## config.mk

```make
export PLATFORM = sky130hd
export DESIGN_NAME = ofm_drain_flat
export DESIGN_NICKNAME = d
export VERILOG_FILES = /design/src/rtl/ofm_drain_pkg.sv /design/src/rtl/ofm_drain_if.sv /design/src/rtl/ofm_drain_sat_relu.sv /design/src/rtl/ofm_drain.sv /design/src/flat_wrapper.sv
export SDC_FILE = /design/constraint.sdc
export NUM_CORES = 1
export LEC_CHECK = 0
export BUFFER_PORTS_ARGS = -buffer_cell sky130_fd_sc_hd__buf_2
export CAP_MARGIN = 0
export CELL_PAD_IN_SITES_DETAIL_PLACEMENT = 0
export CELL_PAD_IN_SITES_GLOBAL_PLACEMENT = 1
export CORE_MARGIN = 4
export CORE_UTILIZATION = 29
export DETAILED_ROUTE_END_ITERATION = 12
export PLACE_DENSITY = 0.68
export SYNTH_ARGS = -nofsm -noshare
export SYNTH_HDL_FRONTEND = slang
export SYNTH_SLANG_ARGS = --single-unit
```

## constraint.sdc

```tcl
create_clock -name clk1 -period 7.15 [get_ports clk1]
set_clock_uncertainty 0.2 [all_clocks]
set_input_delay 0.715 -clock clk1 [delete_from_list [all_inputs] [get_ports clk1]]
set_output_delay 0.715 -clock clk1 [all_outputs]
set_load 0.005 [all_outputs]
```

## src/rtl/ofm_drain_pkg.sv

```systemverilog
// Shared definitions for the output-feature-map drain: FSM states, accumulator
// sizing and the saturation limits used by the clamp stage.
package ofm_drain_pkg;

  typedef enum logic [1:0] {
    ST_IDLE  = 2'd0,
    ST_RUN   = 2'd1,
    ST_FLUSH = 2'd2
  } drain_state_e;

  localparam int DEF_DATA_WIDTH = 16;

  // Three guard bits hold the sum of up to eight full-scale partial sums.
  localparam int ACC_GUARD = 3;
  localparam int ACC_WIDTH = DEF_DATA_WIDTH + ACC_GUARD;

  localparam logic signed [ACC_WIDTH-1:0] SAT_MAX = ACC_WIDTH'((64'sd1 <<< (DEF_DATA_WIDTH - 1)) - 64'sd1);
  localparam logic signed [ACC_WIDTH-1:0] SAT_MIN = ACC_WIDTH'(-(64'sd1 <<< (DEF_DATA_WIDTH - 1)));

  function automatic int acc_width(input int data_width);
    return data_width + ACC_GUARD;
  endfunction

  function automatic longint sat_max(input int data_width);
    return (longint'(1) <<< (data_width - 1)) - longint'(1);
  endfunction

  function automatic longint sat_min(input int data_width);
    return -(longint'(1) <<< (data_width - 1));
  endfunction

endpackage

```

## src/rtl/ofm_drain_if.sv

```systemverilog
// FIFO read port plus result stream of the drain. The drain is the master;
// the FIFO/consumer side is the slave.
interface ofm_drain_if #(
  parameter int DATA_WIDTH = 16
) ();

  logic                  fifo_empty;
  logic                  rd_en;
  logic [DATA_WIDTH-1:0] data_in;

  logic                  out_valid;
  logic                  out_ready;
  logic [DATA_WIDTH-1:0] out_data;
  logic                  out_row_last;
  logic                  out_frame_last;

  modport master (
    input  fifo_empty, data_in, out_ready,
    output rd_en, out_valid, out_data, out_row_last, out_frame_last
  );

  modport slave (
    output fifo_empty, data_in, out_ready,
    input  rd_en, out_valid, out_data, out_row_last, out_frame_last
  );

endinterface

```

## src/rtl/ofm_drain_sat_relu.sv

```systemverilog
// Combinational clamp of a wide accumulator to the signed output range,
// followed by an optional ReLU.
module ofm_sat_relu
  import ofm_drain_pkg::*;
#(
  parameter int DATA_WIDTH = DEF_DATA_WIDTH,
  parameter int ACC_W      = acc_width(DATA_WIDTH)
) (
  input  logic signed [ACC_W-1:0]      sum,
  input  logic                         relu,
  output logic signed [DATA_WIDTH-1:0] result
);

  localparam logic signed [ACC_W-1:0] MAX_V = ACC_W'(sat_max(DATA_WIDTH));
  localparam logic signed [ACC_W-1:0] MIN_V = ACC_W'(sat_min(DATA_WIDTH));

  // NOTE: every path assigns result first, so no latch can be inferred.
  always_comb begin
    result = '0;
    if (relu && sum[ACC_W-1]) begin
      result = '0;
    end else if (sum > MAX_V) begin
      result = MAX_V[DATA_WIDTH-1:0];
    end else if (sum < MIN_V) begin
      result = MIN_V[DATA_WIDTH-1:0];
    end else begin
      result = sum[DATA_WIDTH-1:0];
    end
  end

endmodule

```

## src/rtl/ofm_drain.sv

```systemverilog
// Drains KERNEL_SIZE partial sums per pixel from the accelerator output FIFO,
// reduces them to one clamped pixel and streams the map out with row/frame tags.
module ofm_drain
  import ofm_drain_pkg::*;
#(
  parameter int DATA_WIDTH  = DEF_DATA_WIDTH,
  parameter int KERNEL_SIZE = 3,
  parameter int INDEX_WIDTH = 4
) (
  input  logic                   clk1,
  input  logic                   rst,
  input  logic                   start,
  input  logic [INDEX_WIDTH-1:0] cfg_cols,
  input  logic [INDEX_WIDTH-1:0] cfg_rows,
  input  logic                   cfg_relu,
  output logic                   busy,
  output logic                   frame_done,
  ofm_drain_if.master            bus
);

  localparam int              ACC_W  = acc_width(DATA_WIDTH);
  localparam int              KW     = (KERNEL_SIZE > 1) ? $clog2(KERNEL_SIZE) : 1;
  localparam logic [KW-1:0]   K_LAST = KW'(KERNEL_SIZE - 1);
  localparam int              PW     = 2 * INDEX_WIDTH;

  drain_state_e state_q, state_d;

  logic [INDEX_WIDTH-1:0] cols_q, rows_q, col_q, row_q;
  logic [INDEX_WIDTH-1:0] cols_eff, rows_eff;
  logic                   relu_q;
  logic [KW-1:0]          iss_cnt, cap_cnt;
  logic [PW-1:0]          pix_left;
  logic                   rd_en_d, rd_q, rd_last_q;

  logic signed [ACC_W-1:0]      acc_q, data_ext, sum_next;
  logic signed [DATA_WIDTH-1:0] sat_result, out_data_q;
  logic                         out_valid_q, frame_done_q;

  logic start_ok, stall, xfer, iss_last, cap_last, col_last, row_last;

  assign cols_eff = (cfg_cols == '0) ? INDEX_WIDTH'(1) : cfg_cols;
  assign rows_eff = (cfg_rows == '0) ? INDEX_WIDTH'(1) : cfg_rows;

  // The frame_done cycle is still busy, so a start landing there is dropped.
  assign start_ok = start && (state_q == ST_IDLE) && !frame_done_q;
  assign stall    = out_valid_q && !bus.out_ready;
  assign xfer     = out_valid_q && bus.out_ready;
  assign iss_last = (iss_cnt == K_LAST);
  assign cap_last = (cap_cnt == K_LAST);
  assign col_last = (col_q == cols_q - 1'b1);
  assign row_last = (row_q == rows_q - 1'b1);

  assign data_ext = {{(ACC_W - DATA_WIDTH){bus.data_in[DATA_WIDTH-1]}}, bus.data_in};
  assign sum_next = (cap_cnt == '0) ? data_ext : acc_q + data_ext;

  ofm_sat_relu #(
    .DATA_WIDTH (DATA_WIDTH),
    .ACC_W      (ACC_W)
  ) u_sat_relu (
    .sum    (sum_next),
    .relu   (relu_q),
    .result (sat_result)
  );

  always_ff @(posedge clk1) begin
    // NOTE: sequential state uses non-blocking assignments so every register
    // samples pre-edge values regardless of statement order.
    if (rst) state_q <= ST_IDLE;
    else     state_q <= state_d;
  end

  always_comb begin
    state_d = state_q;
    rd_en_d = 1'b0;
    unique case (state_q)
      ST_IDLE: begin
        if (start_ok) state_d = ST_RUN;
      end
      ST_RUN: begin
        // The bubble after a pixel's final word gives the result one cycle to
        // land before the next pixel's reads can be stalled by the consumer.
        rd_en_d = !rst && !bus.fifo_empty && !stall && !rd_last_q;
        if (rd_en_d && iss_last && (pix_left == PW'(1))) state_d = ST_FLUSH;
      end
      ST_FLUSH: begin
        if (xfer && bus.out_frame_last) state_d = ST_IDLE;
      end
      default: state_d = ST_IDLE;
    endcase
  end

  always_ff @(posedge clk1) begin
    if (rst) begin
      cols_q       <= '0;
      rows_q       <= '0;
      relu_q       <= 1'b0;
      col_q        <= '0;
      row_q        <= '0;
      iss_cnt      <= '0;
      cap_cnt      <= '0;
      pix_left     <= '0;
      rd_q         <= 1'b0;
      rd_last_q    <= 1'b0;
      acc_q        <= '0;
      out_valid_q  <= 1'b0;
      out_data_q   <= '0;
      frame_done_q <= 1'b0;
    end else begin
      frame_done_q <= xfer && bus.out_frame_last;
      rd_q         <= rd_en_d;
      rd_last_q    <= rd_en_d && iss_last;

      if (start_ok) begin
        cols_q   <= cols_eff;
        rows_q   <= rows_eff;
        relu_q   <= cfg_relu;
        pix_left <= PW'(cols_eff) * PW'(rows_eff);
        col_q    <= '0;
        row_q    <= '0;
        iss_cnt  <= '0;
        cap_cnt  <= '0;
      end

      if (rd_en_d) begin
        iss_cnt <= iss_last ? '0 : iss_cnt + 1'b1;
        if (iss_last) pix_left <= pix_left - 1'b1;
      end

      // Capture follows rd_en by one cycle; a word in flight across reset is
      // dropped because rd_q was cleared.
      if (rd_q) begin
        acc_q   <= sum_next;
        cap_cnt <= cap_last ? '0 : cap_cnt + 1'b1;
      end

      if (rd_q && cap_last) begin
        out_valid_q <= 1'b1;
        out_data_q  <= sat_result;
      end else if (xfer) begin
        out_valid_q <= 1'b0;
      end

      if (xfer) begin
        if (col_last) begin
          col_q <= '0;
          row_q <= row_last ? '0 : row_q + 1'b1;
        end else begin
          col_q <= col_q + 1'b1;
        end
      end
    end
  end

  assign bus.rd_en          = rd_en_d;
  assign bus.out_valid      = out_valid_q;
  assign bus.out_data       = out_data_q;
  assign bus.out_row_last   = out_valid_q && col_last;
  assign bus.out_frame_last = out_valid_q && col_last && row_last;

  assign busy       = (state_q != ST_IDLE) || frame_done_q;
  assign frame_done = frame_done_q;

endmodule
```

## src/flat_wrapper.sv

```systemverilog
// flat-port wrapper written by rule: the top's interface ports become plain ports
module ofm_drain_flat import ofm_drain_pkg::*;
#(
  parameter int DATA_WIDTH  = DEF_DATA_WIDTH,
  parameter int KERNEL_SIZE = 3,
  parameter int INDEX_WIDTH = 4
)
  (clk1, rst, start, cfg_cols, cfg_rows, cfg_relu, busy, frame_done, bus_fifo_empty, bus_data_in, bus_out_ready, bus_rd_en, bus_out_valid, bus_out_data, bus_out_row_last, bus_out_frame_last);
  ofm_drain_if #(.DATA_WIDTH(DATA_WIDTH)) bus_i ();
  input  logic clk1;
  input  logic rst;
  input  logic start;
  input  logic [INDEX_WIDTH-1:0] cfg_cols;
  input  logic [INDEX_WIDTH-1:0] cfg_rows;
  input  logic cfg_relu;
  output logic busy;
  output logic frame_done;
  input wire logic [$bits(bus_i.fifo_empty)-1:0] bus_fifo_empty;
  input wire logic [$bits(bus_i.data_in)-1:0] bus_data_in;
  input wire logic [$bits(bus_i.out_ready)-1:0] bus_out_ready;
  output wire logic [$bits(bus_i.rd_en)-1:0] bus_rd_en;
  output wire logic [$bits(bus_i.out_valid)-1:0] bus_out_valid;
  output wire logic [$bits(bus_i.out_data)-1:0] bus_out_data;
  output wire logic [$bits(bus_i.out_row_last)-1:0] bus_out_row_last;
  output wire logic [$bits(bus_i.out_frame_last)-1:0] bus_out_frame_last;
  assign bus_i.fifo_empty = bus_fifo_empty;
  assign bus_i.data_in = bus_data_in;
  assign bus_i.out_ready = bus_out_ready;
  assign bus_rd_en = bus_i.rd_en;
  assign bus_out_valid = bus_i.out_valid;
  assign bus_out_data = bus_i.out_data;
  assign bus_out_row_last = bus_i.out_row_last;
  assign bus_out_frame_last = bus_i.out_frame_last;
  ofm_drain #(.DATA_WIDTH(DATA_WIDTH), .KERNEL_SIZE(KERNEL_SIZE), .INDEX_WIDTH(INDEX_WIDTH)) u_core (.clk1(clk1), .rst(rst), .start(start), .cfg_cols(cfg_cols), .cfg_rows(cfg_rows), .cfg_relu(cfg_relu), .busy(busy), .frame_done(frame_done), .bus(bus_i));
endmodule
```

==> flow_metrics.env, run 1 <==
export IMPL_syn_nets=661
export IMPL_seqCellArea_mm2=0.001401
export IMPL_syn_to_final_growth_pct=17.28
export IMPL_vias_per_cell=5.069
export IMPL_diodes=0
export IMPL_placed_area_mm2=0.005092
export IMPL_top_layer_used="met4"
export IMPL_start_util=0.3004
export IMPL_nFillCells=1651
export IMPL_path_delay_family="compound AO/OA/AOI/OAI gates"
export IMPL_critPathMostFrequentCell="nor3_1"
export IMPL_max_cap_violations=0
export IMPL_firstDrtPassIters=4
export IMPL_cp_buffers_inverters=1
export IMPL_multi_input_area_mm2=0.003048
export IMPL_grt_antenna_before_repair=0
export IMPL_cts_tree="done"
export IMPL_pwr_share_seq=0.372
export IMPL_cp_arrival_ns=3.80
export IMPL_dr_total_vias=4304
export IMPL_setup_tns_ns=0
export IMPL_drive_gt1_frac=0.1254
export IMPL_cts_buffer_depth=2
export IMPL_p_leak_nw=2.247
export IMPL_path_max_fanout=4
export IMPL_met2WireLength_um=6157
export IMPL_ant_nets=0
export IMPL_hold_class="flip-flop to flip-flop"
export IMPL_final_nets=704
export IMPL_fp_dieH_um=134.4
export IMPL_max_stage_delay_ns=0.51
export IMPL_ctsHoldBuffers=0
export IMPL_core_mm2=0.01543
export IMPL_syn_cell_area_mm2=0.004634
export IMPL_min_period_over_period=0.5319
export IMPL_grtUsageTotal=0.1433
export IMPL_worst_setup_path_start_kind="input pin"
export IMPL_fmax_mhz=263.0
export IMPL_final_max_slew_viol_count=0
export IMPL_grt_ovfl_total=0
export IMPL_p_comb_frac=0.168
export IMPL_power_density_mw_per_mm2=204.4
export IMPL_synth_top_cells_by_area="dfxtp_1 30%, ha_1 9.7%, a21oi_1 5.8%"
export IMPL_htreeDepth=3
export IMPL_grt_pass1_wl_um=21070
export IMPL_synth_warnings=0
export IMPL_fin_area_mm2=0.005435
export IMPL_grt_max_degree=59
export IMPL_grt_pass1_vias=4317
export IMPL_p_sw_frac=0.2691
export IMPL_portBuffers=51
export IMPL_drt_total_wl_um=12620
export IMPL_synth_edf_count=0
export IMPL_reg2reg_from="u_core.acc_q[0]"
export IMPL_dpl_hpwl_um=9662
export IMPL_critPathKind="input pin to flip-flop"
export IMPL_clkLatencyLatePin_ns=0.34
export IMPL_cp_cell_sequence="buf_2 > ha_1 > fa_1 > a21o_1 > a221o_1 > a41o_1 > o2111a_1 > o31ai_1 > nand2_1 > nor3_1 > nor3_1"
export IMPL_wl_per_cell_um=14.87
export IMPL_drt_initial_drc_count=255
export IMPL_ios=52
export IMPL_dieArea_mm2=0.01807
export IMPL_pwr_share_clk=0.460
export IMPL_gp_congestion=0.9442
export IMPL_p_int_mw=0.8120
export IMPL_synth_top_area_cell="dfxtp_1"
export IMPL_cts_clk_slew_worst_paths_ns=0.06
export IMPL_outcome="completed"
export IMPL_setup_viol=0
export IMPL_post_place_ws_ns=2.992
export IMPL_cts_resized=0
export IMPL_met3WireLength_um=547
export IMPL_cts_setup_buffers=0
export IMPL_cts_sinks=70
export IMPL_r2r_cells=10
export IMPL_worstPathRequired_ns=7.15
export IMPL_crit_cells=11
export IMPL_slew_headroom=0.3877
export IMPL_hold_violations=0
export IMPL_m1WireLength_um=5730
export IMPL_setup_worst_path_start="bus_data_in[0]"
export IMPL_ys_types=60
export IMPL_syn_area_per_cell_um2=7.855
export IMPL_rsz0062_at_grt="false"
export IMPL_period_needed_ns=3.803
export IMPL_drc=0
export IMPL_synth_seq_cells=70
export IMPL_die_w_um=134.4
export IMPL_setup_ws_ns=3.347
export IMPL_synth_ff_type="dfxtp_1"
export IMPL_r2r_end="u_core.bus.out_data[5]"
export IMPL_fp_row_count=45
export IMPL_endpoint_kind="flip-flop"
export IMPL_netlist_instances=590
export IMPL_ff2ff_setup_slack_ns=3.52
export IMPL_critPathCapture="u_core.bus.out_data[5]"
export IMPL_switchingPower_mw=0.2989
export IMPL_cp_slowest_cell="o31ai_1"
export IMPL_peakVddDrop_uv=125.3
export IMPL_numCtsBuffers=9
export IMPL_root_buffer="clkbuf_16"
export IMPL_async_flop_share=0
export IMPL_synth_seq_area_share=0.3024
export IMPL_power_mw=1.111
export IMPL_tightestPinTransition_ns=0.9185
export IMPL_synth_top_area_frac=0.3024
routing by layer:
layer,global-route usage,vias up
li1,-,2198
met1,0.1771,2004
met2,0.2492,88
met3,0.03601,14
met4,0.03676,0
met5,0,-
worst min path at each step:
stage               slack, ns                 endpoint  cells past startpoint                     from
floorplan                0.24  u_core.bus.out_data[11]                      2  u_core.bus.out_data[11]
global placement         0.25   u_core.bus.out_data[4]                      2   u_core.bus.out_data[4]
global route             0.30   u_core.bus.out_data[4]                      2   u_core.bus.out_data[4]
detailed placement       0.26       u_core.pix_left[6]                      2       u_core.pix_left[6]
finish                   0.27   u_core.bus.out_data[4]                      2   u_core.bus.out_data[4]
CTS                      0.27       u_core.pix_left[6]                      2       u_core.pix_left[6]
logic make-up after synthesis:
family | count (synthesis) | synth area share
and+or+nand+nor | 223 | 0.2271
AOI/OAI and AO/OA | 171 | 0.2411
muxes | 8 | 0.01782
DFF | 70 | 0.3024
buffers and inverters | 49 | 0.03996
xor gates and xnor gates | 28 | 0.05291
adders and majority gates | 41 | 0.1188
layout by cell type, fill, tap and decap left out, types with 5 or more instances in the layout:
| master | Yosys | routed |
|---|---|---|
| inv_1 | 27 | 27 |
| nor2_1 | 71 | 71 |
| nor2b_1 | 13 | 13 |
| a211oi_1 | 21 | 21 |
| a22oi_1 | 5 | 5 |
| xor2_1 | 12 | 12 |
| a21oi_1 | 54 | 54 |
| buf_2 | 1 | 51 |
| xnor2_1 | 16 | 16 |
| o211ai_1 | 11 | 11 |
| clkbuf_16 | 0 | 9 |
| nand3b_1 | 8 | 8 |
| dfxtp_1 | 70 | 70 |
| nand2_1 | 65 | 65 |
| nor3_1 | 12 | 12 |
| a21o_1 | 6 | 6 |
| mux2i_1 | 6 | 6 |
| ha_1 | 36 | 36 |
| o21ai_0 | 31 | 31 |
| and2_1 | 12 | 12 |
| fa_1 | 5 | 5 |
| o22ai_1 | 5 | 5 |
| nand3_1 | 12 | 12 |
synth_stat cells, types with 2 or more instances:
master / instances
a2111oi_0: 4
a211oi_1: 21
a21boi_0: 2
a21o_1: 6
a21oi_1: 54
a221oi_1: 2
a22oi_1: 5
a311oi_1: 3
a31oi_1: 2
and2_1: 12
and3_1: 4
clkbuf_1: 21
dfxtp_1: 70
fa_1: 5
ha_1: 36
inv_1: 27
mux2_2: 2
mux2i_1: 6
nand2_1: 65
nand2b_1: 4
nand3_1: 12
nand3b_1: 8
nand4_1: 4
nor2_1: 71
nor2b_1: 13
nor3_1: 12
nor3b_1: 3
nor4_1: 4
o2111ai_1: 2
o211ai_1: 11
o21a_1: 2
o21ai_0: 31
o21ai_1: 3
o221ai_1: 2
o22ai_1: 5
o31ai_1: 2
or2_2: 3
or3_1: 3
xnor2_1: 16
xor2_1: 12
worst min-delay path: cells and delay by family (launching register included):
kind,cells,cell delay (ns)
DFF,1,0.32
and+or+nand+nor,1,0.05
AOI/OAI and AO/OA,1,0.05
power groups by stage:
stage	Sequential (mW)	Clock (mW)	Combinational [mW]
4_1_cts	0.413	0.525	0.188
3_5_place_dp	0.422	0	0.187
3_3_place_gp	0.421	0	0.186
2_1_floorplan	0.419	0	0.138
6_report	0.413	0.511	0.187
5_1_grt	0.415	0.538	0.212
registers in the layout (all words and copies together) (netlist names), 2 cells and up:
name	cells
u_core.row_q	4
u_core.state_q	2
u_core.pix_left	8
u_core.rows_q	4
u_core.col_q	4
u_core.iss_cnt	2
u_core.bus.out_data	16
u_core.acc_q	19
u_core.cols_q	4
u_core.cap_cnt	2
layout make-up:
type | instances | share of cell area
sequential | 70 | 0.2578
inverter | 27 | 0.01865
multi-input combinational | 471 | 0.5608
clock inverter | 4 | 0.01404
tap | 211 | 0.04857
clock buffer | 12 | 0.04903
timing repair buffer | 54 | 0.05110
metrics by stage:
step,std cells,hold slack [ns],utilization
final,849,0.2692,0.3523
after global routing,849,0.3033,0.3523
after CTS,849,0.2696,0.3523
after detailed placement,833,0.2614,0.3301
after global placement,833,0.2547,0.3301
after floorplan,590,0.2434,-
Power figures use the tool's default switching activity.
==> run 2: changes to the inputs <==
clock period = 3.8 ns   (was 7.15 ns; I/O delays follow)
==> run 2 against run 1 <==
  * Clock power up 71%
  * Critical path depth unchanged
  * Flip-flop and latch count unchanged
  * Final area up 0.51%
  * Core utilization up 0.18 points
  * Largest power group unchanged
==> flow_metrics.env, run 2 (synthesis results as in run 1) <==
export IMPL_final_nets=712
export IMPL_placed_area_mm2=0.005152
export IMPL_setup_viol=0
export IMPL_die_w_um=134.4
export IMPL_critPathMostFrequentCell="nor3_1"
export IMPL_hold_violations=0
export IMPL_setup_tns_ns=0
export IMPL_portBuffers=51
export IMPL_clkLatencyLatePin_ns=0.34
export IMPL_cp_arrival_ns=3.51
export IMPL_p_leak_nw=2.272
export IMPL_grt_pass1_vias=4235
export IMPL_grt_antenna_before_repair=0
export IMPL_numCtsBuffers=9
export IMPL_worstPathRequired_ns=3.79
export IMPL_period_needed_ns=3.522
export IMPL_ios=52
export IMPL_final_common_cell="nor2_1"
export IMPL_multi_input_area_mm2=0.003049
export IMPL_root_buffer="clkbuf_16"
export IMPL_endpoint_kind="flip-flop"
export IMPL_hold_class="input pin to flip-flop"
export IMPL_cts_sinks=70
export IMPL_slew_headroom=0.5742
export IMPL_gp_congestion=0.8848
export IMPL_drt_total_wl_um=12590
export IMPL_htreeDepth=3
export IMPL_tightestPinTransition_ns=0.6387
export IMPL_vias_per_cell=5.154
export IMPL_firstDrtPassIters=5
export IMPL_cp_slowest_cell="nor3_1"
export IMPL_critPathKind="flip-flop to flip-flop"
export IMPL_regMostFlops="u_core.acc_q"
export IMPL_fp_row_count=45
export IMPL_fp_dieH_um=134.4
export IMPL_syn_to_final_growth_pct=17.87
export IMPL_cts_buffer_depth=2
export IMPL_largest_register_ff_count=19
export IMPL_diodes=0
export IMPL_min_period_over_period=0.9270
export IMPL_fmax_mhz=283.9
export IMPL_cp_buffers_inverters=1
export IMPL_max_stage_delay_ns=0.45
export IMPL_nFillCells=1667
export IMPL_path_max_fanout=4
export IMPL_ant_nets=0
export IMPL_core_mm2=0.01543
export IMPL_fin_area_mm2=0.005463
export IMPL_max_cap_violations=0
export IMPL_layout_common_cells="71 x nor2_1, 70 x dfxtp_1, 65 x nand2_1"
export IMPL_grt_pass1_wl_um=20330
export IMPL_hold_ws_ns=0.08694
export IMPL_drt_initial_drc_count=263
export IMPL_peakVddDrop_uv=211.8
export IMPL_drc=0
export IMPL_wl_per_cell_um=14.69
export IMPL_worst_setup_path_start_kind="flip-flop"
export IMPL_grt_max_degree=58
export IMPL_final_cells=857
export IMPL_cts_tree="done"
export IMPL_seqCellArea_mm2=0.001401
export IMPL_path_delay_family="compound AO/OA/AOI/OAI gates"
export IMPL_outcome="completed"
export IMPL_grt_ovfl_total=0
export IMPL_dp_cells=841
export IMPL_rsz0062_at_grt="false"
export IMPL_drive_gt1_frac=0.1362
export IMPL_cts_setup_buffers=0
export IMPL_final_max_slew_viol_count=0
export IMPL_start_util=0.3004
export IMPL_grtUsageTotal=0.1386
export IMPL_dieArea_mm2=0.01807
export IMPL_cts_clk_slew_worst_paths_ns=0.06
export IMPL_dpl_hpwl_um=9755
export IMPL_cp_cell_sequence="ha_1 > fa_1 > a21o_1 > a221o_1 > a41o_1 > o2111a_1 > o31ai_1 > buf_4 > nand2_1 > nor3_1 > nor3_1"
export IMPL_dr_total_vias=4417
export IMPL_power_density_mw_per_mm2=368.0
==> run 2: cell types whose count changed in the layout (fill, tap and decap cells not counted), sizes merged <==
cell,change
buf,+8
bufinv,-1
clkbuf,-1
clkinv,+2
==> run 2: per-stage QoR <==
step	power, mW	utilization	setup WS, ns
after floorplan	1.048	-	0.3616
after global placement	1.150	0.3340	0.08812
after detailed placement	1.152	0.3340	0.02474
after CTS	2.033	0.3540	0.2190
after global routing	2.112	0.3541	0.05990
final	2.010	0.3541	0.2775
==> run 2: layout make-up <==
cell class,count,share of cell area
flip-flops and latches,70,0.2565
multi-input cells,471,0.5582
clock buffers,11,0.04627
well taps,211,0.04833
repair buffers,62,0.06184
inverters,27,0.01855
clock inverters,5,0.01031
==> run 2: worst paths after layout <==
path / from / to / slack, ns / depth (start not counted)
worst max register to register: u_core.acc_q[0] / u_core.bus.out_data[5] / 0.28 / 11
worst min-delay path: cfg_relu / u_core.relu_q / 0.09 / 3
worst max-delay path: u_core.acc_q[0] / u_core.bus.out_data[5] / 0.28 / 11
worst min register to register: u_core.bus.out_data[4] / u_core.bus.out_data[4] / 0.26 / 2
==> run 2: per-layer routing <==
metal	wire [um]	vias to the layer above	part of all wire	global-route usage
met5	0	-	0	0
met4	245	0	0.019	0.04525
met3	594	16	0.047	0.03376
met2	6052	107	0.48	0.2372
met1	5698	2071	0.45	0.1710
li1	-	2223	-	-
==> run 2: timing repair <==
action | in CTS | in global routing
setup endpoints to repair | 0 | 10
resized for setup | 0 | 1
hold buffers | 0 | 0
==> run 2: tightest hold or removal path, delay by kind of cell <==
kind                   cells  cell delay, ns
AOI/OAI and AO/OA          1            0.05
buffers and inverters      1            0.09
and+or+nand+nor            1            0.05
==> run 2: report_power, final <==
part | switching [mW] | internal, mW
combinational | 0.214 | 0.145
sequential | 0.0202 | 0.758
clock | 0.329 | 0.544
total | 0.563 | 1.45
==> run 3: changes to the inputs <==
CORE_MARGIN = 1   (was 4)
==> run 3 against run 2 <==
  * Critical path depth unchanged
  * Die area decreased by 8.7%
  * Sequential power about the same
  * Sequential share of layout area about the same
  * Critical endpoint unchanged
  * Wire length decreased by 0.83%
  * Count of clock-buffer cells in the layout unchanged
  * Hold slack about the same
  * Cell count decreased by 0.35%
  * Final area decreased by 0.16%
  * Via count decreased by 1.7%
  * Critical path type unchanged
  * Register-to-register slack improved by 0.02 ns
==> flow_metrics.env, run 3 (synthesis results as in run 1) <==
export IMPL_fp_row_count=45
export IMPL_cp_arrival_ns=3.57
export IMPL_drt_initial_drc_count=243
export IMPL_tightestPinTransition_ns=0.6997
export IMPL_firstDrtPassIters=5
export IMPL_path_delay_family="compound AO/OA/AOI/OAI gates"
export IMPL_syn_to_final_growth_pct=17.68
export IMPL_setup_tns_ns=0
export IMPL_min_from="cfg_relu"
export IMPL_nFillCells=1625
export IMPL_largest_register_ff_count=19
export IMPL_grt_max_degree=58
export IMPL_portBuffers=51
export IMPL_period_needed_ns=3.506
export IMPL_final_max_slew_viol_count=0
export IMPL_p_leak_nw=2.263
export IMPL_dieArea_mm2=0.01649
export IMPL_ff2ff_setup_slack_ns=0.29
export IMPL_outcome="completed"
export IMPL_peakVddDrop_uv=246.1
export IMPL_critPathKind="flip-flop to flip-flop"
export IMPL_numCtsBuffers=9
export IMPL_r2r_cells=11
export IMPL_cts_sinks=70
export IMPL_hold_violations=0
export IMPL_hold_ws_ns=0.08677
export IMPL_grt_pass1_wl_um=20700
export IMPL_core_mm2=0.01537
export IMPL_start_util=0.3015
export IMPL_hold_class="input pin to flip-flop"
export IMPL_endpoint_kind="flip-flop"
export IMPL_die_w_um=128.4
export IMPL_reg2reg_from="u_core.acc_q[0]"
export IMPL_drt_total_wl_um=12490
export IMPL_htreeDepth=3
export IMPL_cp_buffers_inverters=1
export IMPL_diodes=0
export IMPL_ant_nets=0
export IMPL_fp_dieH_um=128.4
export IMPL_gp_congestion=0.8410
export IMPL_worst_setup_path_start_kind="flip-flop"
export IMPL_path_max_fanout=6
export IMPL_drc=0
export IMPL_max_stage_delay_ns=0.55
export IMPL_grt_ovfl_total=0
export IMPL_vias_per_cell=5.087
export IMPL_root_buffer="clkbuf_16"
export IMPL_regMostFlops="u_core.acc_q"
export IMPL_dpl_hpwl_um=9398
export IMPL_grt_antenna_before_repair=0
export IMPL_slew_headroom=0.5215
export IMPL_wl_per_cell_um=14.62
export IMPL_final_nets=709
export IMPL_cts_setup_buffers=0
export IMPL_hold_end="u_core.relu_q"
export IMPL_power_density_mw_per_mm2=379.6
export IMPL_cts_resized=0
export IMPL_dr_total_vias=4344
export IMPL_setup_viol=0
export IMPL_rsz0062_at_grt="false"
export IMPL_worstPathRequired_ns=3.86
export IMPL_cts_tree="done"
export IMPL_ctsHoldBuffers=0
export IMPL_whs_path_depth=3
export IMPL_layout_common_cells="71 x nor2_1, 70 x dfxtp_1, 65 x nand2_1"
export IMPL_grtUsageTotal=0.1603
export IMPL_ios=52
export IMPL_final_common_cell="nor2_1"
export IMPL_min_period_over_period=0.9226
export IMPL_grt_pass1_vias=4214
export IMPL_max_cap_violations=0
export IMPL_cp_cell_sequence="ha_1 > fa_1 > a21o_1 > a221o_1 > a41o_1 > o2111a_1 > or4_4 > a32oi_4 > buf_4 > o22ai_1 > nor3_1"
export IMPL_fmax_mhz=285.2
export IMPL_clkLatencyLatePin_ns=0.34
export IMPL_cts_buffer_depth=2
export IMPL_cts_clk_slew_worst_paths_ns=0.06
export IMPL_r2r_end="u_core.bus.out_data[5]"
export IMPL_cp_slowest_cell="or4_4"
export IMPL_drive_gt1_frac=0.1306
==> run 3: changes by cell type in the layout (fill, tap and decap cells not counted), sizes merged <==
cell / delta
clkinv: -1
bufinv: +1
buf: -3
==> run 3: report_power, final <==
| part | total, mW | switching, mW | internal, mW |
|---|---|---|---|
| logic | 0.356 | 0.214 | 0.143 |
| clock network | 0.936 | 0.342 | 0.594 |
| registers | 0.778 | 0.0196 | 0.758 |
==> run 3: worst max-delay path by stage <==
stage	depth (start not counted)	slack [ns]	endpoint	start
final	11	0.29	u_core.bus.out_data[5]	u_core.acc_q[0]
after global routing	11	0.07	u_core.bus.out_data[6]	u_core.acc_q[0]
after CTS	10	0.29	u_core.bus.out_data[0]	u_core.acc_q[0]
after detailed placement	12	0.1	u_core.bus.out_data[3]	bus_data_in[0]
after global placement	11	0.14	u_core.bus.out_data[1]	bus_data_in[0]
after floorplan	10	0.36	u_core.bus.out_data[13]	bus_data_in[0]
==> run 3: area by class of cell <==
| class | instances | area (um^2) | area share |
|---|---|---|---|
| Multi-Input combinational cell | 471 | 3048 | 0.5588 |
| Timing Repair Buffer | 59 | 315.3 | 0.05781 |
| Inverter | 27 | 101.3 | 0.01858 |
| Clock buffer | 11 | 242.7 | 0.04451 |
| Clock inverter | 5 | 81.33 | 0.01491 |
| Tap cell | 211 | 264.0 | 0.04841 |
| Sequential cell | 70 | 1401 | 0.2569 |
==> run 3: metrics by stage <==
stage	cells	instance area (um^2)	total power, mW	setup slack, ns	utilization
floorplan	590	4634	1.048	0.3616	-
global placement	838	5130	1.145	0.1433	0.3337
detailed placement	838	5130	1.148	0.09768	0.3337
CTS	854	5454	2.096	0.2872	0.3548
global route	854	5454	2.179	0.07406	0.3548
finish	854	5454	2.070	0.2941	0.3548
==> run 3: tightest hold or removal path, cell delays in order <==
cell and delay (ns):
buf_2 0.10, nand2_1 0.05, a21oi_1 0.05
==> run 3: per-layer routing <==
layer | global-route usage | vias up | part of all wire
met5 | 0 | - | 0
li1 | - | 2217 | -
met1 | 0.1998 | 2023 | 0.46
met4 | 0.04498 | 0 | 0.012
met2 | 0.2747 | 89 | 0.48
met3 | 0.03825 | 15 | 0.045
